--- src/rtl/video_stream_framer_pkg.sv ---
// Shared types and constants for the video stream framer.
// Beat payload carried through the output skid buffer.
package video_pkg;

    localparam int VID_DATA_W = 32;
    localparam int VID_CNT_W  = 12;

    typedef struct packed {
        logic [VID_DATA_W-1:0] tdata;
        logic                  tuser;
        logic                  tlast;
    } vid_beat_t;

    typedef enum logic {
        IDLE,
        RUN
    } state_t;

endpackage

--- src/rtl/video_stream_framer_if.sv ---
// AXI4-Stream video bundle with master/slave views.
// Raw DMA side leaves tuser/tlast undriven by the framer.
interface video_stream_framer_if #(
    parameter int DATA_W = video_pkg::VID_DATA_W
);
    logic [DATA_W-1:0] tdata;
    logic              tvalid;
    logic              tready;
    logic              tuser;
    logic              tlast;

    modport master (
        output tdata, tvalid, tuser, tlast,
        input  tready
    );

    modport slave (
        input  tdata, tvalid, tuser, tlast,
        output tready
    );
endinterface

--- src/rtl/video_stream_framer_skid.sv ---
// Two-entry skid buffer with registered ready and valid.
// Occupancy lives in cnt; out_data is always the head entry.
module axis_skid_buffer #(
    parameter int W = 8
) (
    input  logic         clk,
    input  logic         rst,
    input  logic         en,
    input  logic         in_valid,
    input  logic [W-1:0] in_data,
    output logic         in_ready,
    output logic         out_valid,
    output logic [W-1:0] out_data,
    input  logic         out_ready
);
    logic [W-1:0] s1;
    logic [1:0]   cnt;
    logic [1:0]   cnt_n;
    logic         push;
    logic         pop;

    assign push = in_valid;
    assign pop  = out_valid & out_ready;

    always_comb begin
        cnt_n = cnt;
        if (push && !pop)
            cnt_n = cnt + 2'd1;
        else if (pop && !push)
            cnt_n = cnt - 2'd1;
    end

    always_ff @(posedge clk or posedge rst) begin
        if (rst) begin
            cnt       <= 2'd0;
            out_valid <= 1'b0;
            in_ready  <= 1'b0;
            out_data  <= '0;
            s1        <= '0;
        end else begin
            cnt       <= cnt_n;
            out_valid <= (cnt_n != 2'd0);
            in_ready  <= en && (cnt_n < 2'd2);
            if (pop) begin
                if (cnt == 2'd2) begin
                    out_data <= s1;
                    if (push)
                        s1 <= in_data;
                end else if (push) begin
                    out_data <= in_data;
                end
            end else if (push) begin
                if (cnt == 2'd0)
                    out_data <= in_data;
                else
                    s1 <= in_data;
            end
        end
    end
endmodule

--- src/rtl/video_stream_framer.sv ---
// Frames a raw DMA word stream into AXI4-Stream video with
// tuser at frame start and tlast at end of each line.
module video_stream_framer
    import video_pkg::*;
#(
    parameter int DATA_W = VID_DATA_W,
    parameter int CNT_W  = VID_CNT_W
) (
    input  logic                  m_axis_vid_aclk,
    input  logic                  m_axis_vid_areset,
    input  logic                  enable,
    input  logic [CNT_W-1:0]      hres_words,
    input  logic [CNT_W-1:0]      vres_lines,
    video_stream_framer_if.slave  s_axis_raw,
    video_stream_framer_if.master m_axis_vid,
    output logic                  frame_done,
    output logic                  cfg_error,
    output logic [CNT_W-1:0]      cur_line
);
    state_t           state, state_n;
    logic [CNT_W-1:0] x, x_n, y, y_n;
    logic [CNT_W-1:0] h, h_n, v, v_n;
    logic             err_n, done_n, start;
    logic             accept, x_end, y_end;
    logic             rdy;
    logic [DATA_W-1:0] raw_data;
    vid_beat_t        in_beat, out_beat;

    assign raw_data = s_axis_raw.tdata;
    assign accept   = s_axis_raw.tvalid & rdy;
    assign x_end    = (x == h - CNT_W'(1));
    assign y_end    = (y == v - CNT_W'(1));

    assign in_beat.tdata = raw_data;
    assign in_beat.tuser = (x == '0) && (y == '0);
    assign in_beat.tlast = x_end;

    always_comb begin
        state_n = state;
        x_n     = x;
        y_n     = y;
        h_n     = h;
        v_n     = v;
        err_n   = cfg_error;
        done_n  = 1'b0;
        start   = 1'b0;
        unique case (state)
            IDLE: start = enable;
            RUN: begin
                if (accept) begin
                    if (x_end) begin
                        x_n = '0;
                        if (y_end) begin
                            y_n    = '0;
                            done_n = 1'b1;
                            start  = enable;
                            if (!enable)
                                state_n = IDLE;
                        end else begin
                            y_n = y + CNT_W'(1);
                        end
                    end else begin
                        x_n = x + CNT_W'(1);
                    end
                end
            end
        endcase
        // Sizes are only trusted after the zero check.
        if (start) begin
            h_n = hres_words;
            v_n = vres_lines;
            if (hres_words == '0 || vres_lines == '0) begin
                err_n   = 1'b1;
                state_n = IDLE;
            end else begin
                err_n   = 1'b0;
                x_n     = '0;
                y_n     = '0;
                state_n = RUN;
            end
        end
    end

    always_ff @(posedge m_axis_vid_aclk or posedge m_axis_vid_areset) begin
        if (m_axis_vid_areset) begin
            state      <= IDLE;
            x          <= '0;
            y          <= '0;
            h          <= '0;
            v          <= '0;
            cfg_error  <= 1'b0;
            frame_done <= 1'b0;
        end else begin
            state      <= state_n;
            x          <= x_n;
            y          <= y_n;
            h          <= h_n;
            v          <= v_n;
            cfg_error  <= err_n;
            frame_done <= done_n;
        end
    end

    axis_skid_buffer #(
        .W($bits(vid_beat_t))
    ) u_skid (
        .clk      (m_axis_vid_aclk),
        .rst      (m_axis_vid_areset),
        .en       (state_n == RUN),
        .in_valid (accept),
        .in_data  (in_beat),
        .in_ready (rdy),
        .out_valid(m_axis_vid.tvalid),
        .out_data (out_beat),
        .out_ready(m_axis_vid.tready)
    );

    assign s_axis_raw.tready = rdy;
    assign m_axis_vid.tdata  = out_beat.tdata;
    assign m_axis_vid.tuser  = out_beat.tuser;
    assign m_axis_vid.tlast  = out_beat.tlast;
    assign cur_line          = y;
endmodule

--- src/flat_wrapper.sv ---
// flat-port wrapper written by rule: the top's interface ports become plain ports
module video_stream_framer_flat import video_pkg::*;
#(
    parameter int DATA_W = VID_DATA_W,
    parameter int CNT_W  = VID_CNT_W
)
  (m_axis_vid_aclk, m_axis_vid_areset, enable, hres_words, vres_lines, frame_done, cfg_error, cur_line, s_axis_raw_tdata, s_axis_raw_tvalid, s_axis_raw_tuser, s_axis_raw_tlast, s_axis_raw_tready, m_axis_vid_tdata, m_axis_vid_tvalid, m_axis_vid_tuser, m_axis_vid_tlast, m_axis_vid_tready);
  video_stream_framer_if #(.DATA_W(DATA_W)) s_axis_raw_i ();
  video_stream_framer_if #(.DATA_W(DATA_W)) m_axis_vid_i ();
  input  logic m_axis_vid_aclk;
  input  logic m_axis_vid_areset;
  input  logic enable;
  input  logic [CNT_W-1:0] hres_words;
  input  logic [CNT_W-1:0] vres_lines;
  output logic frame_done;
  output logic cfg_error;
  output logic [CNT_W-1:0] cur_line;
  input wire logic [$bits(s_axis_raw_i.tdata)-1:0] s_axis_raw_tdata;
  input wire logic [$bits(s_axis_raw_i.tvalid)-1:0] s_axis_raw_tvalid;
  input wire logic [$bits(s_axis_raw_i.tuser)-1:0] s_axis_raw_tuser;
  input wire logic [$bits(s_axis_raw_i.tlast)-1:0] s_axis_raw_tlast;
  output wire logic [$bits(s_axis_raw_i.tready)-1:0] s_axis_raw_tready;
  output wire logic [$bits(m_axis_vid_i.tdata)-1:0] m_axis_vid_tdata;
  output wire logic [$bits(m_axis_vid_i.tvalid)-1:0] m_axis_vid_tvalid;
  output wire logic [$bits(m_axis_vid_i.tuser)-1:0] m_axis_vid_tuser;
  output wire logic [$bits(m_axis_vid_i.tlast)-1:0] m_axis_vid_tlast;
  input wire logic [$bits(m_axis_vid_i.tready)-1:0] m_axis_vid_tready;
  assign s_axis_raw_i.tdata = s_axis_raw_tdata;
  assign s_axis_raw_i.tvalid = s_axis_raw_tvalid;
  assign s_axis_raw_i.tuser = s_axis_raw_tuser;
  assign s_axis_raw_i.tlast = s_axis_raw_tlast;
  assign s_axis_raw_tready = s_axis_raw_i.tready;
  assign m_axis_vid_tdata = m_axis_vid_i.tdata;
  assign m_axis_vid_tvalid = m_axis_vid_i.tvalid;
  assign m_axis_vid_tuser = m_axis_vid_i.tuser;
  assign m_axis_vid_tlast = m_axis_vid_i.tlast;
  assign m_axis_vid_i.tready = m_axis_vid_tready;
  video_stream_framer #(.DATA_W(DATA_W), .CNT_W(CNT_W)) u_core (.m_axis_vid_aclk(m_axis_vid_aclk), .m_axis_vid_areset(m_axis_vid_areset), .enable(enable), .hres_words(hres_words), .vres_lines(vres_lines), .s_axis_raw(s_axis_raw_i), .m_axis_vid(m_axis_vid_i), .frame_done(frame_done), .cfg_error(cfg_error), .cur_line(cur_line));
endmodule
--- config.mk ---
export PLATFORM = sky130hd
export DESIGN_NAME = video_stream_framer_flat
export DESIGN_NICKNAME = d
export VERILOG_FILES = /design/src/rtl/video_stream_framer_pkg.sv /design/src/rtl/video_stream_framer_if.sv /design/src/rtl/video_stream_framer_skid.sv /design/src/rtl/video_stream_framer.sv /design/src/flat_wrapper.sv
export SDC_FILE = /design/constraint.sdc
export NUM_CORES = 1
export LEC_CHECK = 0
export ABC_AREA = 1
export BUFFER_PORTS_ARGS = -buffer_cell sky130_fd_sc_hd__buf_2
export CAP_MARGIN = 5
export CORE_MARGIN = 3
export CORE_UTILIZATION = 40
export DETAILED_ROUTE_END_ITERATION = 10
export PLACE_DENSITY = 0.62
export SLEW_MARGIN = 20
export SYNTH_ARGS = -nofsm -noshare
export SYNTH_HDL_FRONTEND = slang
export SYNTH_SLANG_ARGS = --single-unit
export TNS_END_PERCENT = 100
--- constraint.sdc ---
create_clock -name m_axis_vid_aclk -period 3.67 [get_ports m_axis_vid_aclk]
set_input_delay 0.1835 -clock m_axis_vid_aclk [delete_from_list [all_inputs] [get_ports m_axis_vid_aclk]]
set_output_delay 0.1835 -clock m_axis_vid_aclk [all_outputs]
set_load 0.05 [all_outputs]
==> out/summary.txt, run 1 <==
cells taking the most area after synthesis: dfrtp_1, nand2_1, nand3_1
Iteration-0 DRC Markers: 397
I/O Buffers: 110
Peak Freq: 0.320 GHz
worst rel slew slack: 47.7%
HP Start: s_axis_raw_tdata[5]
Max clock buf depth: 2
Die X: 139 um
wire per inst: 14.0 um
Yosys top cell by area: dfrtp_1
row count: 47
HP Class: primary input to register
non-filler cells, final: 1259
syn avg cell area: 7.72 um2
H-tree lvl count: 4
clock root buffer: clkbuf_16
Worst Hold Depth: 2
Initial Utilization: 41.6%
initial antenna violation count: 0
crit-path max FO: 27
R2R Path Start: u_core.h[0]
syn nets: 984
largest net degree at the start of global routing: 69
RSZ-0062 raised after global routing: false
yosys warns: 0
worst slew pin tran: 781 ps
Yosys top cell area share: 43.6%
Core Footprint: 0.0169 mm2
Power Dens Cells: 757 mW/mm2
status: completed
CP Data Arrival Time: 3420 ps
Clock Pin Slew Worst Setup and Hold Paths: 60 ps
part of the cycle the worst path needs: 85.1%
Seq/Total Area, Yosys: 43.6%
WP data required: 3970 ps
worst skew pair latency: 420 ps
final setup violation count: 0
total CTS buffers: 17
Finished Cell Area: 0.00851 mm2
Mapped Cells: 913
Setup TNS: 0 ps
share of layout cells above drive strength 1: 21.4%
n_diodes: 0
max-cap viol count: 0
setup repair bufs after CTS: 0
IO Count: 113
skew final: 6.93 ps
WS Path Type: register to register
drt first pass iters: 5
nets@finish: 1097
Die Area: 0.0193 mm2
Tmin final: 3120 ps
die height: 139 um
synth unique cells: 39
Final Hold Violating Endpoints: 0
global-route wire length before repair: 29.6 mm
Routed Antenna Nets: 0
Remaining Overflow, GRT: 0
Critical Path Source Type: register
peak supply drop: 558 uV
area of the mapped netlist: 0.00705 mm2
placed cell area: 0.00778 mm2
Hold Crit Endpoint: u_core.u_skid.s1[7]
DRC viols: 0
CTS Sinks: 123
total track usage: 18.6%
vias in the first global route: 5972
CP endpoint kind: register
fin util: 50.2%
Worst R2R Path Depth: 17
RD Place Congestion: 0.872
Worst R2R End: u_core.x[6]
Vias/cell: 4.98
reg2reg setup slack: 550 ps
Synth Register Bits: 123
CTS tree: built
area grow syn2layout: 20.6%
leakage power: 4.26 nW
Post-Place Cells: 1216
Vias: 6268
final WL: 17.6 mm
Post-DP HPWL: 12.7 mm
Max Transition Viols Final: 0
==> logic make-up (layout without fill, tap and decap cells) <==
kind of cell,Yosys count,in the layout,share of synthesized area [%]
AO/OA/AOI/OAI,67,67,5.68
XOR/XNOR,24,24,2.98
adder cells (fa/ha/maj),8,8,1.42
buffers and inverters,133,259,7.70
flip-flops,123,123,43.6
multiplexers,32,32,5.11
AND/OR/NAND/NOR,526,526,33.5
==> layer usage <==
layer | global-route usage (%) | up-vias | part of all wire [%]
li1 | - | 3187 | -
met1 | 24.7 | 2920 | 46
met2 | 30.5 | 125 | 48
met3 | 3.03 | 36 | 3.4
met4 | 7.26 | 0 | 2.5
met5 | 0 | - | 0
==> area by class of cell <==
type | count | area [um2]
multi-input cells | 657 | 3440
repair buffers | 128 | 726
fillers | 1691 | 8430
clock buffers | 18 | 429
clock inverters | 14 | 184
flip-flops and latches | 123 | 3080
inverters | 99 | 374
well taps | 220 | 275
==> cells in the mapped netlist <==
library cell	number
inv_1	95
nor4_1	11
a31oi_1	34
clkbuf_1	21
a21oi_1	6
nor2_2	15
buf_1	2
nand3_2	3
o211ai_1	1
xor2_1	17
o21bai_1	2
nor3_1	6
buf_6	4
nand3_1	109
ha_1	8
nand3b_1	3
dfrtp_1	123
o21a_1	2
o21ai_2	1
xnor2_1	7
nor2_1	108
o21ai_0	16
nand3_4	1
nand4_1	14
mux2_2	32
a31o_2	1
o21ai_1	3
buf_4	2
nand2_4	3
inv_2	3
nor2_4	5
a21boi_0	1
nand2_8	1
buf_2	5
nand2_1	241
or2_2	2
nor4_2	1
nand2_2	3
clkinv_1	1
==> stage by stage <==
step                      setup slack [ps]  hold slack (ps)  power, mW
final                                  548             12.9       6.44
after detailed placement               579              357       4.72
after floorplan                        216              328       4.08
after CTS                              560           0.0153       6.50
after global placement                 580              361       4.66
after global routing                   236             3.42       6.86
==> sequential cells by signal, summed over array words and instances, names as in the netlist <==
signal                   flops
u_core.cfg_error             1
u_core.cur_line             12
u_core.frame_done            1
u_core.h                    12
u_core.state                 1
u_core.u_skid.cnt            2
u_core.u_skid.in_ready       1
u_core.u_skid.out_data      34
u_core.u_skid.out_valid      1
u_core.u_skid.s1            34
u_core.v                    12
u_core.x                    12
==> where the power goes <==
part / internal (mW) / switching, mW
combinational: 0.804 / 1.76
sequential: 1.83 / 0.294
clock: 1.08 / 0.670
total: 3.71 / 2.72
==> cell usage in the layout (no fill, tap or decap), drive strengths merged, types with 3 or more instances in the layout <==
master	instances
nand2	248
nor2	128
dfrtp	123
buf	117
nand3	113
inv	104
a31oi	34
mux2	32
o21ai	20
clkbuf	18
xor2	17
nand4	14
nor4	12
dlygate4sd3	11
ha	8
xnor2	7
a21oi	6
nor3	6
clkinvlp	4
nand3b	3
bufinv	3
==> critical path: stages (launching register included) <==
cell     delay (ps)
dfrtp_1         420
inv_1           180
ha_1            320
nand2_4         130
inv_1            70
nand2_1          40
nand2_1          60
nand2_1          60
inv_1            50
nand2_1          40
nor2_1          180
nand3_2         110
nor2_4          160
nand3_2         100
nand2_4         260
nand3_2         380
nand2_1         350
nor2_1           70
==> worst max path at each step <==
stage                      start                to  depth (start not counted)
5_1_grt              u_core.h[0]      u_core.x[11]                         16
3_5_place_dp         u_core.h[0]       u_core.x[7]                         16
4_1_cts              u_core.h[0]       u_core.x[7]                         16
2_1_floorplan  m_axis_vid_areset  u_core.cfg_error                          1
3_3_place_gp         u_core.h[0]       u_core.x[3]                         16
6_report             u_core.h[0]       u_core.x[6]                         17
==> repair_timing <==
action / in CTS / in global routing
endpoints found under the setup margin: 0 / 0
gates resized for setup: 0 / 0
hold buffers: 11 / 0
hold endpoints to repair: 65 / 0
Note: power is estimated with default switching activity, not from simulation.
==> run 2: changes to the inputs <==
--- a/config.mk
+++ b/config.mk
@@ -8,6 +8,7 @@
 export ABC_AREA = 1
 export BUFFER_PORTS_ARGS = -buffer_cell sky130_fd_sc_hd__buf_2
 export CAP_MARGIN = 5
+export CORE_ASPECT_RATIO = 1.4
 export CORE_MARGIN = 3
 export CORE_UTILIZATION = 40
 export DETAILED_ROUTE_END_ITERATION = 10
==> run 2 against run 1 <==
Against the previous run: the flow now finishes with violations (negative hold slack); combinational power about the same; design area about the same; first-iteration DRC count decreased by 35%; sequential share of layout area about the same; die area increased by 0.12%; core utilization decreased by 0.26 points; via count decreased by 0.18%.
==> out/summary.txt, run 2 (synthesis results as in run 1) <==
Peak Freq: 0.326 GHz
Vias: 6257
CTS tree: built
Die Area: 0.0193 mm2
share of layout cells above drive strength 1: 21.4%
leakage power: 4.26 nW
WP data required: 3960 ps
crit path to: u_core.x[9]
RSZ-0062 raised after global routing: false
initial antenna violation count: 0
cts hold-fix bufs: 10
peak supply drop: 448 uV
PnR Total Power: 6.42 mW
skew final: 9.50 ps
Setup TNS: 0 ps
Flop pwr share: 33.1%
final WL: 17.9 mm
Worst R2R Path Depth: 15
Internal: 3.72 mW
global-route wire length before repair: 30.0 mm
part of the cycle the worst path needs: 83.7%
Tmin final: 3070 ps
worst skew pair latency: 410 ps
n_diodes: 0
Iteration-0 DRC Markers: 258
R2R Path Start: u_core.h[0]
most common cell after layout, fill and taps aside: nand2_1
HP Class: primary input to async pin
Sequential Area: 0.00308 mm2
CP endpoint kind: register
vias in the first global route: 6139
final setup violation count: 0
sw power: 2.70 mW
Net Sw Frac: 42.0%
row count: 56
Vias/cell: 4.93
crit-path max FO: 27
Routed Antenna Nets: 0
Final Hold Violating Endpoints: 25
nets@finish: 1096
Critical Path Source Type: register
Top Registers: u_core.u_skid.out_data x34, u_core.u_skid.s1 x34
max-cap viol count: 0
Clock Pin Slew Worst Setup and Hold Paths: 60 ps
total CTS buffers: 17
Remaining Overflow, GRT: 0
setup repair bufs after CTS: 0
CP Data Arrival Time: 3360 ps
Post-DP HPWL: 13.1 mm
I/O Buffers: 110
final hold slack: -26.7 ps
worst rel slew slack: 39.2%
clock root buffer: clkbuf_16
die height: 163 um
Worst R2R End: u_core.x[9]
H-tree lvl count: 4
most frequent cells in the layout: nand2_1, dfrtp_1, buf_2
RD Place Congestion: 0.894
total track usage: 19.2%
wire per inst: 14.1 um
largest net degree at the start of global routing: 73
Clk pwr share: 27.0%
CTS Sinks: 123
DRC viols: 0
Power Dens Cells: 754 mW/mm2
status: complete, but fails checks
Post-CTS Resized: 0
area grow syn2layout: 20.6%
worst slew pin tran: 912 ps
WS Path Type: register to register
Max Transition Viols Final: 0
Core Footprint: 0.0170 mm2
reg2reg setup slack: 600 ps
part of the power in combinational logic: 40.0%
Initial Utilization: 41.4%
beginning of the critical path: u_core.h[0]
Max clock buf depth: 2
Die X: 118 um
Fill cells: 1692
failing checks: negative hold slack
drt first pass iters: 4
IO Count: 113
area of the multi-input gates: 0.00344 mm2
-- run 2: through the flow --
step	cell area (um2)	instances	utilization [%]	setup WS [ps]	hold WS (ps)
3_5_place_dp	7790	1228	45.8	590	432
6_report	8510	1270	50.0	598	-26.7
4_1_cts	8500	1270	49.9	576	0.185
3_3_place_gp	7790	1228	45.8	653	431
2_1_floorplan	7050	913	-	216	328
5_1_grt	8510	1270	50.0	313	5.25
-- run 2: area by class of cell --
cell class	count	area share [%]
multi-input combinational	657	40.4
sequential	123	36.2
timing repair buffer	127	8.41
clock buffer	19	5.21
inverter	99	4.40
tap	232	3.41
clock inverter	13	1.96
-- run 2: worst min-delay path by stage --
stage / from / end / slack [ps] / cells past startpoint
after floorplan: hres_words[0] / u_core.h[0] / 330 / 2
after global placement: vres_lines[9] / u_core.v[9] / 430 / 3
after detailed placement: vres_lines[5] / u_core.v[5] / 430 / 3
after CTS: s_axis_raw_tdata[17] / u_core.u_skid.s1[19] / 0.2 / 2
after global routing: s_axis_raw_tdata[22] / u_core.u_skid.s1[24] / 5 / 2
final: m_axis_vid_areset / u_core.u_skid.out_data[22] / -30 / 2
-- run 2: routing by layer --
metal | part of all wire [%] | up-vias | wire (um) | GRT usage (%)
li1 | - | 3190 | - | -
met2 | 53 | 128 | 9470 | 35.1
met5 | 0 | - | 0 | 0
met3 | 4.1 | 27 | 742 | 4.05
met1 | 41 | 2912 | 7330 | 21.8
met4 | 2.2 | 0 | 401 | 7.47
-- run 2: power by group through the flow --
stage	registers, mW	logic (mW)	clock network (mW)
global route	2.19	2.84	1.83
CTS	2.13	2.59	1.77
detailed placement	2.14	2.58	0
global placement	2.13	2.54	0
finish	2.12	2.56	1.73
floorplan	2.78	1.30	0
-- run 2: worst max-delay path, cell delays in order, from the launching register on --
cell and delay, ps:
dfrtp_1 410, inv_1 160, ha_1 310, nand2_4 130, nor2_2 130, nand2_2 70, nand2_2 80, nor2_1 40
nor2_2 150, nand3_2 110, nor2_4 200, nand3_2 120, nand2_4 280, nand3_2 350, nand2_1 320, nor2_1 70
